`config.mk`:
```
export PLATFORM = sky130hd
export DESIGN_NAME = cache_arbiter
export DESIGN_NICKNAME = d
export VERILOG_FILES = /design/src/rtl/arb_types.sv /design/src/rtl/arb_pick.sv /design/src/rtl/cache_arbiter.sv
export SDC_FILE = /design/constraint.sdc
export NUM_CORES = 1
export LEC_CHECK = 0
export CAP_MARGIN = 20
export CORE_AREA = 5 5 541 543
export DETAILED_ROUTE_END_ITERATION = 7
export DIE_AREA = 0 0 546 548
export PLACE_DENSITY = 0.35
export SETUP_SLACK_MARGIN = 0.2
export SYNTH_ARGS = -nofsm -noshare
export SYNTH_HDL_FRONTEND = slang
export SYNTH_SLANG_ARGS = --single-unit
```
`constraint.sdc`:
```
create_clock -name clk -period 1.7 [get_ports clk]
set_input_delay 0.34 -clock clk [delete_from_list [all_inputs] [get_ports clk]]
set_output_delay 0.34 -clock clk [all_outputs]
set_load 0.05 [all_outputs]
```
`src/rtl/arb_types.sv`:
```
// rtl/arb_types.sv - shared types for the cache arbiter
// Purpose: FSM state and owner enums used by cache_arbiter and arb_pick.
// Ports: none (package).
package arb_types;

  typedef enum logic [1:0] {
    IDLE   = 2'd0,
    I_BUSY = 2'd1,
    D_BUSY = 2'd2,
    DONE   = 2'd3
  } arb_state_t;

  typedef enum logic {
    ARB_I = 1'b0,
    ARB_D = 1'b1
  } arb_owner_t;

  // The requester that did not win; used to rotate the tie-break pointer.
  function automatic arb_owner_t arb_other(input arb_owner_t owner);
    return (owner == ARB_D) ? ARB_I : ARB_D;
  endfunction

endpackage

```
`src/rtl/arb_pick.sv`:
```
// rtl/arb_pick.sv - combinational two-way grant picker
// Purpose: grants one of the icache/dcache requests; a tie goes to i_prio.
// Ports:
//   i_ireq   icache request
//   i_dreq   dcache request
//   i_prio   owner that wins a tie
//   o_grant  any request present
//   o_owner  granted owner (meaningful only when o_grant=1)
module arb_pick
  import arb_types::*;
(
  input  logic       i_ireq,
  input  logic       i_dreq,
  input  arb_owner_t i_prio,
  output logic       o_grant,
  output arb_owner_t o_owner
);

  always_comb begin
    o_grant = i_ireq | i_dreq;
    o_owner = i_prio;
    if (i_ireq && !i_dreq) begin
      o_owner = ARB_I;
    end else if (i_dreq && !i_ireq) begin
      o_owner = ARB_D;
    end
  end

endmodule

```
`src/rtl/cache_arbiter.sv`:
```
// rtl/cache_arbiter.sv - icache/dcache arbiter in front of one memory line port
// Purpose: grants one cache at a time to the memory-side line adaptor,
//   latches the request, returns the line and a one-cycle resp pulse.
// Configuration: define CACHE_ARB_RR_EN for round-robin tie-break;
//   otherwise dcache wins every tie.
// Ports:
//   clk, rst                   clock, async active-low reset
//   i_read, i_addr             icache fill request / line address
//   i_rdata, i_resp            icache returned line / completion pulse
//   d_read, d_write, d_addr    dcache fill or writeback request / address
//   d_wdata                    dcache writeback line
//   d_rdata, d_resp            dcache returned line / completion pulse
//   m_read, m_write, m_addr    registered memory-side request
//   m_wdata                    registered memory-side write line
//   m_rdata, m_resp            memory returned line / completion pulse
module cache_arbiter
  import arb_types::*;
#(
  parameter int LINE_W = 256,
  parameter int ADDR_W = 32
) (
  input  logic              clk,
  input  logic              rst,
  input  logic              i_read,
  input  logic [ADDR_W-1:0] i_addr,
  output logic [LINE_W-1:0] i_rdata,
  output logic              i_resp,
  input  logic              d_read,
  input  logic              d_write,
  input  logic [ADDR_W-1:0] d_addr,
  input  logic [LINE_W-1:0] d_wdata,
  output logic [LINE_W-1:0] d_rdata,
  output logic              d_resp,
  output logic              m_read,
  output logic              m_write,
  output logic [ADDR_W-1:0] m_addr,
  output logic [LINE_W-1:0] m_wdata,
  input  logic [LINE_W-1:0] m_rdata,
  input  logic              m_resp
);

  arb_state_t        r_state;
  arb_state_t        w_state_nxt;
  arb_owner_t        r_prio;
  logic              r_m_read;
  logic              r_m_write;
  logic [ADDR_W-1:0] r_m_addr;
  logic [LINE_W-1:0] r_m_wdata;
  logic [LINE_W-1:0] r_i_rdata;
  logic [LINE_W-1:0] r_d_rdata;
  logic              r_i_resp;
  logic              r_d_resp;

  logic              w_d_req;
  logic              w_grant;
  arb_owner_t        w_owner;

  assign w_d_req = d_read | d_write;

  arb_pick u_pick (
    .i_ireq  (i_read),
    .i_dreq  (w_d_req),
    .i_prio  (r_prio),
    .o_grant (w_grant),
    .o_owner (w_owner)
  );

  always_comb begin
    w_state_nxt = r_state;
    case (r_state)
      IDLE: begin
        if (w_grant) begin
          w_state_nxt = (w_owner == ARB_D) ? D_BUSY : I_BUSY;
        end
      end
      I_BUSY, D_BUSY: begin
        if (m_resp) begin
          w_state_nxt = DONE;
        end
      end
      DONE:    w_state_nxt = IDLE;
      default: w_state_nxt = IDLE;
    endcase
  end

  always_ff @(posedge clk or negedge rst) begin
    if (!rst) begin
      r_state   <= IDLE;
      r_prio    <= ARB_D;
      r_m_read  <= 1'b0;
      r_m_write <= 1'b0;
      r_m_addr  <= '0;
      r_m_wdata <= '0;
      r_i_rdata <= '0;
      r_d_rdata <= '0;
      r_i_resp  <= 1'b0;
      r_d_resp  <= 1'b0;
    end else begin
      r_state  <= w_state_nxt;
      r_i_resp <= 1'b0;
      r_d_resp <= 1'b0;
      case (r_state)
        IDLE: begin
          if (w_grant) begin
            if (w_owner == ARB_D) begin
              r_m_addr <= d_addr;
              // d_read together with d_write is illegal; write takes precedence.
              if (d_write) begin
                r_m_write <= 1'b1;
                r_m_wdata <= d_wdata;
              end else begin
                r_m_read <= 1'b1;
              end
            end else begin
              r_m_addr <= i_addr;
              r_m_read <= 1'b1;
            end
`ifdef CACHE_ARB_RR_EN
            r_prio <= arb_other(w_owner);
`endif
          end
        end
        I_BUSY: begin
          if (m_resp) begin
            r_i_rdata <= m_rdata;
            r_i_resp  <= 1'b1;
            r_m_read  <= 1'b0;
            r_m_write <= 1'b0;
          end
        end
        D_BUSY: begin
          if (m_resp) begin
            r_d_rdata <= m_rdata;
            r_d_resp  <= 1'b1;
            r_m_read  <= 1'b0;
            r_m_write <= 1'b0;
          end
        end
        // DONE: one dead cycle so the served cache can drop its request.
        default: ;
      endcase
    end
  end

  assign m_read  = r_m_read;
  assign m_write = r_m_write;
  assign m_addr  = r_m_addr;
  assign m_wdata = r_m_wdata;
  assign i_rdata = r_i_rdata;
  assign d_rdata = r_d_rdata;
  assign i_resp  = r_i_resp;
  assign d_resp  = r_d_resp;

endmodule

```
## After elaboration in Yosys (flattened, before gate mapping)

Index checks and enable logic that the tools add are counted.

- Output and inout bits: 804
- Logic and storage cells: 52
- Flip-flop bits (word level): 806
- Bits of input ports: 582

- Equality and inequality tests: 8
- Bitwise operators: 2
- Reductions and logical operators: 14
- Mux-type cells: 19

Operators with widths:

| kind | number |
|---|---|
| $mux W32 | 1 |
| $mux W1 | 12 |
| $reduce_and A2 Y1 | 4 |
| $reduce_and A4 Y1 | 2 |
| $mux W2 | 3 |
| $ne A2 B1 Y1 const B | 3 |
| $pmux W2 S3 | 1 |
| $reduce_and A5 Y1 | 1 |
| $eq A2 B2 Y1 const B | 2 |
| $pmux W1 S2 | 2 |
| $ne A3 B3 Y1 const B | 1 |
| $eq A2 B1 Y1 const B | 1 |
| $logic_and A1 B1 Y1 | 2 |
| $logic_not A1 Y1 | 2 |
| $logic_not A2 Y1 | 1 |
| $ne A2 B2 Y1 const B | 1 |
| $or A1 B1 Y1 | 2 |
| $reduce_bool A2 Y1 | 1 |
| $reduce_or A2 Y1 | 1 |

## Depth between registers and ports, before layout

- Word-level depth: 7
- Gate-level depth with buffers: 8
- Gate-level depth less buffers: 5

## Cells and area by module

From an unflattened synthesis, not the netlist that was laid out.

- Cells, all modules: 1797
- Area, all modules: 30372.9 um^2

Modules (own cells, without submodules):

| module | times used | cells an instance | sequential area each (um^2) | area an instance (um^2) |
|---|---|---|---|---|
| cache_arbiter | 1 | 1794 | 20169.3 | 30351.6 |
| arb_pick | 1 | 3 | 0.0 | 21.3 |

## Worst setup path after synthesis

OpenSTA, ideal clock, no wires.

- Path kind: register -> register
- Start point: register r_state[0]
- End point: register r_m_wdata[100] (netlist: m_wdata[100])
- Buffers on the path: 3
- Cell stages (with the launch flop): 8
- Clock period less this slack: 1.743 ns
- Data required time: 1.575 ns
- Path slack: -0.043 ns
- Data arrival time: 1.618 ns
- Setup time: 0.125 ns
- Path through: dfrtp_1 inv_1 ha_1 and2_4 buf_6 buf_12 buf_12 mux2_4

- Cells in the longest elaborated chain, start to end: 2

Ends and longest elaborated chain:

| what | RTL line | source |
|---|---|---|
| start, declared | cache_arbiter.sv:42 | `arb_state_t r_state;` |
| start signal, assigned | cache_arbiter.sv:99 | `r_state <= w_state_nxt;` |
| $logic_not A2 Y1 | cache_arbiter.sv:102 | `case (r_state)` |
| $reduce_and A4 Y1 (no source line) | -- |  |
| end signal, assigned | cache_arbiter.sv:110 | `r_m_wdata <= d_wdata;` |
| end, declared | cache_arbiter.sv:48 | `logic [LINE_W-1:0] r_m_wdata;` |

No other way between the ends.
A chain may end at the register's enable or synchronous reset.

## Worst setup path after layout

- Start point: register r_state[0]
- End point: register r_m_wdata[108] (netlist: m_wdata[108])

Same word-level chain as after synthesis.

==> impl_metrics.json <==
{
  "drc_errors": 0,
  "drt_iter0_markers": 1081,
  "clock.fmax_ghz": 0.5226,
  "maxCapViolCount": 0,
  "hpwl_mm": 174.3,
  "rsz0062_at_grt": "yes",
  "ant_nets": 0,
  "mostFrequentLayoutCells": "dfrtp_1, buf_6, clkdlybuf4s50_1",
  "hold_viol": 0,
  "outcome": "complete, but fails checks",
  "ys_seq_elements": 806,
  "required_ps": 2380,
  "final_common_cell": "dfrtp_1",
  "grt_pass1_wl_mm": 274.9,
  "finalPower_uw": 161800,
  "leakage_uw": 0.02754,
  "maxSlewViolCount": 0,
  "cts.htree.levels": 3,
  "critPathBufInv": 6,
  "fin_crit_ps": 1913,
  "worstSetupEndpointType": "flip-flop",
  "drive_gt1_share_pct": 61.61,
  "grt_pass1_vias": 25350,
  "detail_route.wl_per_cell_um": 29.42,
  "hold_start": "d_addr[31]",
  "grt_max_degree": 97,
  "cts_sinks": 806,
  "synth.distinct_cells": 28,
  "utilization_pct": 21.77,
  "die_y_um": 548,
  "arrival_ps": 2590,
  "cts_max_path_buffers": 4,
  "cp-startpoint": "r_state[0]$_DFFE_PN0P_",
  "die_area_sq_um": 299200,
  "area_growth_pct": 99.61,
  "grt_antenna_before_repair": 176,
  "gp_congestion": 0.8404,
  "finish.net_count": 4249,
  "finalCritPeriodShare_pct": 112.6,
  "fin_ws_ps": -213.4,
  "synth_warnings": 1,
  "insertion_delay_ps": 830,
  "dr.pass1.iters": 5,
  "worst_path_max_delay_cell": "dfrtp_1",
  "hold_slack_ps": 127.8,
  "grt-ovfl-total": 0,
  "finalSetupTns_ps": -91150,
  "die_width_um": 546,
  "path_clk_slew_ps": 60,
  "syn_area_sq_um": 31320,
  "cts_tree": "yes",
  "cp_slowest_stage_delay_ps": 410,
  "clock_skew_ps": 60.22,
  "cp_max_fo": 8,
  "hold_class": "primary input to flip-flop",
  "cts_buffers": 110,
  "avgViaCountPerCell": 3.237,
  "criticalPathCategory": "flip-flop to flip-flop",
  "core_sq_um": 287200,
  "syn_nets": 2386,
  "worstPathCellList": "inv_2, ha_4, and2_4, buf_12, buf_12, buf_12, buf_16, buf_8, mux2_4",
  "dpl-instance-area_sq_um": 50320,
  "violations": "negative setup slack",
  "setup_viol": 1126,
  "io_buffers": 1385,
  "io_pins": 1386,
  "cts-root-buf": "clkbuf_16",
  "start_util_pct": 10.91,
  "synth_seq_area_share_pct": 64.39,
  "fin_area_sq_um": 62520,
  "critPathMostFrequentCell": "buf_12",
  "avgSynthCellArea_sq_um": 17.41,
  "rows": 197,
  "grtUsageTotal_pct": 13.80,
  "vias": 24400,
  "r2r_start": "r_state[0]$_DFFE_PN0P_",
  "pwr_density_cell_nw_per_um2": 2587,
  "netlist_instances": 1799,
  "ir_drop_uv": 1292,
  "cpLargestDelayFamily": "buffers and inverters",
  "critPathLaunchType": "flip-flop",
  "slew_headroom_pct": 60.65,
  "num-fill-cells": 30510,
  "worst_slew_pin_slew_ps": 590.3,
  "routed_wl_mm": 221.8
}
==> cell usage after synthesis <==
| cell | number | area share, % |
|---|---|---|
| o21a_1 | 1 | 0.024 |
| nor2_1 | 68 | 0.81 |
| mux2_4 | 219 | 10 |
| ha_1 | 5 | 0.20 |
| nor2b_1 | 2 | 0.040 |
| mux2i_1 | 1 | 0.032 |
| nand4bb_1 | 1 | 0.036 |
| o31a_1 | 1 | 0.028 |
| o21ai_0 | 1 | 0.016 |
| dfrtp_1 | 806 | 64 |
| a31oi_1 | 3 | 0.060 |
| buf_2 | 34 | 0.54 |
| buf_4 | 3 | 0.072 |
| buf_6 | 28 | 1.0 |
| o211a_1 | 1 | 0.032 |
| and2_1 | 1 | 0.020 |
| nor3_1 | 1 | 0.016 |
| mux2_2 | 550 | 20 |
| nand2_1 | 1 | 0.012 |
| o21ai_1 | 1 | 0.016 |
| o2bb2ai_1 | 1 | 0.028 |
| inv_1 | 5 | 0.060 |
| buf_12 | 22 | 1.4 |
| buf_8 | 2 | 0.096 |
| a211o_1 | 1 | 0.028 |
| and2_4 | 1 | 0.028 |
| o22ai_1 | 32 | 0.64 |
| clkbuf_1 | 7 | 0.084 |
==> cells by family after synthesis <==
| logic type | count (synthesis) | share of synthesized area, % |
|---|---|---|
| buf+inv | 101 | 3.268 |
| mux | 770 | 30.30 |
| simple gates | 75 | 0.9667 |
| compound gates | 42 | 0.8708 |
| fa+ha+maj | 5 | 0.1997 |
| flops | 806 | 64.39 |
==> through the flow <==
step / setup WS (ps) / std cells
after floorplan: 76.20 / 1799
after global placement: -476.8 / 7005
after detailed placement: -480.4 / 7005
after CTS: -240.0 / 7308
after global routing: -274.2 / 7520
final: -213.4 / 7540
==> tightest hold or removal path, cell delays in order <==
cell	delay, ps
clkdlybuf4s50_1	400
o22ai_1	110
nor2_1	50
==> power breakdown <==
part	internal [uW]	total (uW)	switching, uW	leakage [uW]
Combinational	44100	99800	55600	0.0164
Clock	13900	23400	9450	0.00175
Sequential	29400	38600	9220	0.00944
==> flip-flops by register name (all words and copies together) (netlist names) <==
name / flops
m_addr: 32
m_read: 1
i_resp: 1
r_state: 2
i_rdata: 256
d_rdata: 256
m_write: 1
d_resp: 1
m_wdata: 256
==> layer usage <==
layer	vias to the layer above	GRT usage, %	routed length, um
li1	10150	-	-
met2	1357	22.23	100300
met3	408	8.387	29480
met5	-	0	818
met4	122	2.868	5967
met1	12370	15.64	85290
==> final timing paths <==
check,endpoint,slack (ps),cells past startpoint
worst max-delay path,m_wdata[108]$_DFFE_PN0P_,-210,9
worst min-delay path,m_addr[31]$_DFFE_PN0P_,130,3
worst max register to register,m_wdata[108]$_DFFE_PN0P_,-210,9
worst min register to register,i_rdata[252]$_DFFE_PN0P_,530,1
max in group asynchronous,i_rdata[84]$_DFFE_PN0P_,700,3
min in group asynchronous,m_wdata[97]$_DFFE_PN0P_,310,3
==> repair_timing <==
item | 4_1_cts | 5_1_grt
endpoints found under the hold margin | 750 | 0
hold buffers | 1 | 0
gates cloned | 33 | 33
gates resized for setup | 402 | 867
buffers inserted | 81 | 178
endpoints found under the setup margin | 1587 | 1609
pin swaps | 2 | 5
==> cell type report <==
class	instances	area (sq um)	area share [%]
antenna	21	52.55	0.08405
clock buffer	160	3223	5.155
clock inverter	28	346.6	0.5543
inverter	5	18.77	0.03002
multi-input combinational	892	11410	18.25
sequential	806	20270	32.42
tap	3781	4731	7.566
timing repair buffer	1847	22470	35.94
Note: power is estimated with default switching activity, not from simulation.
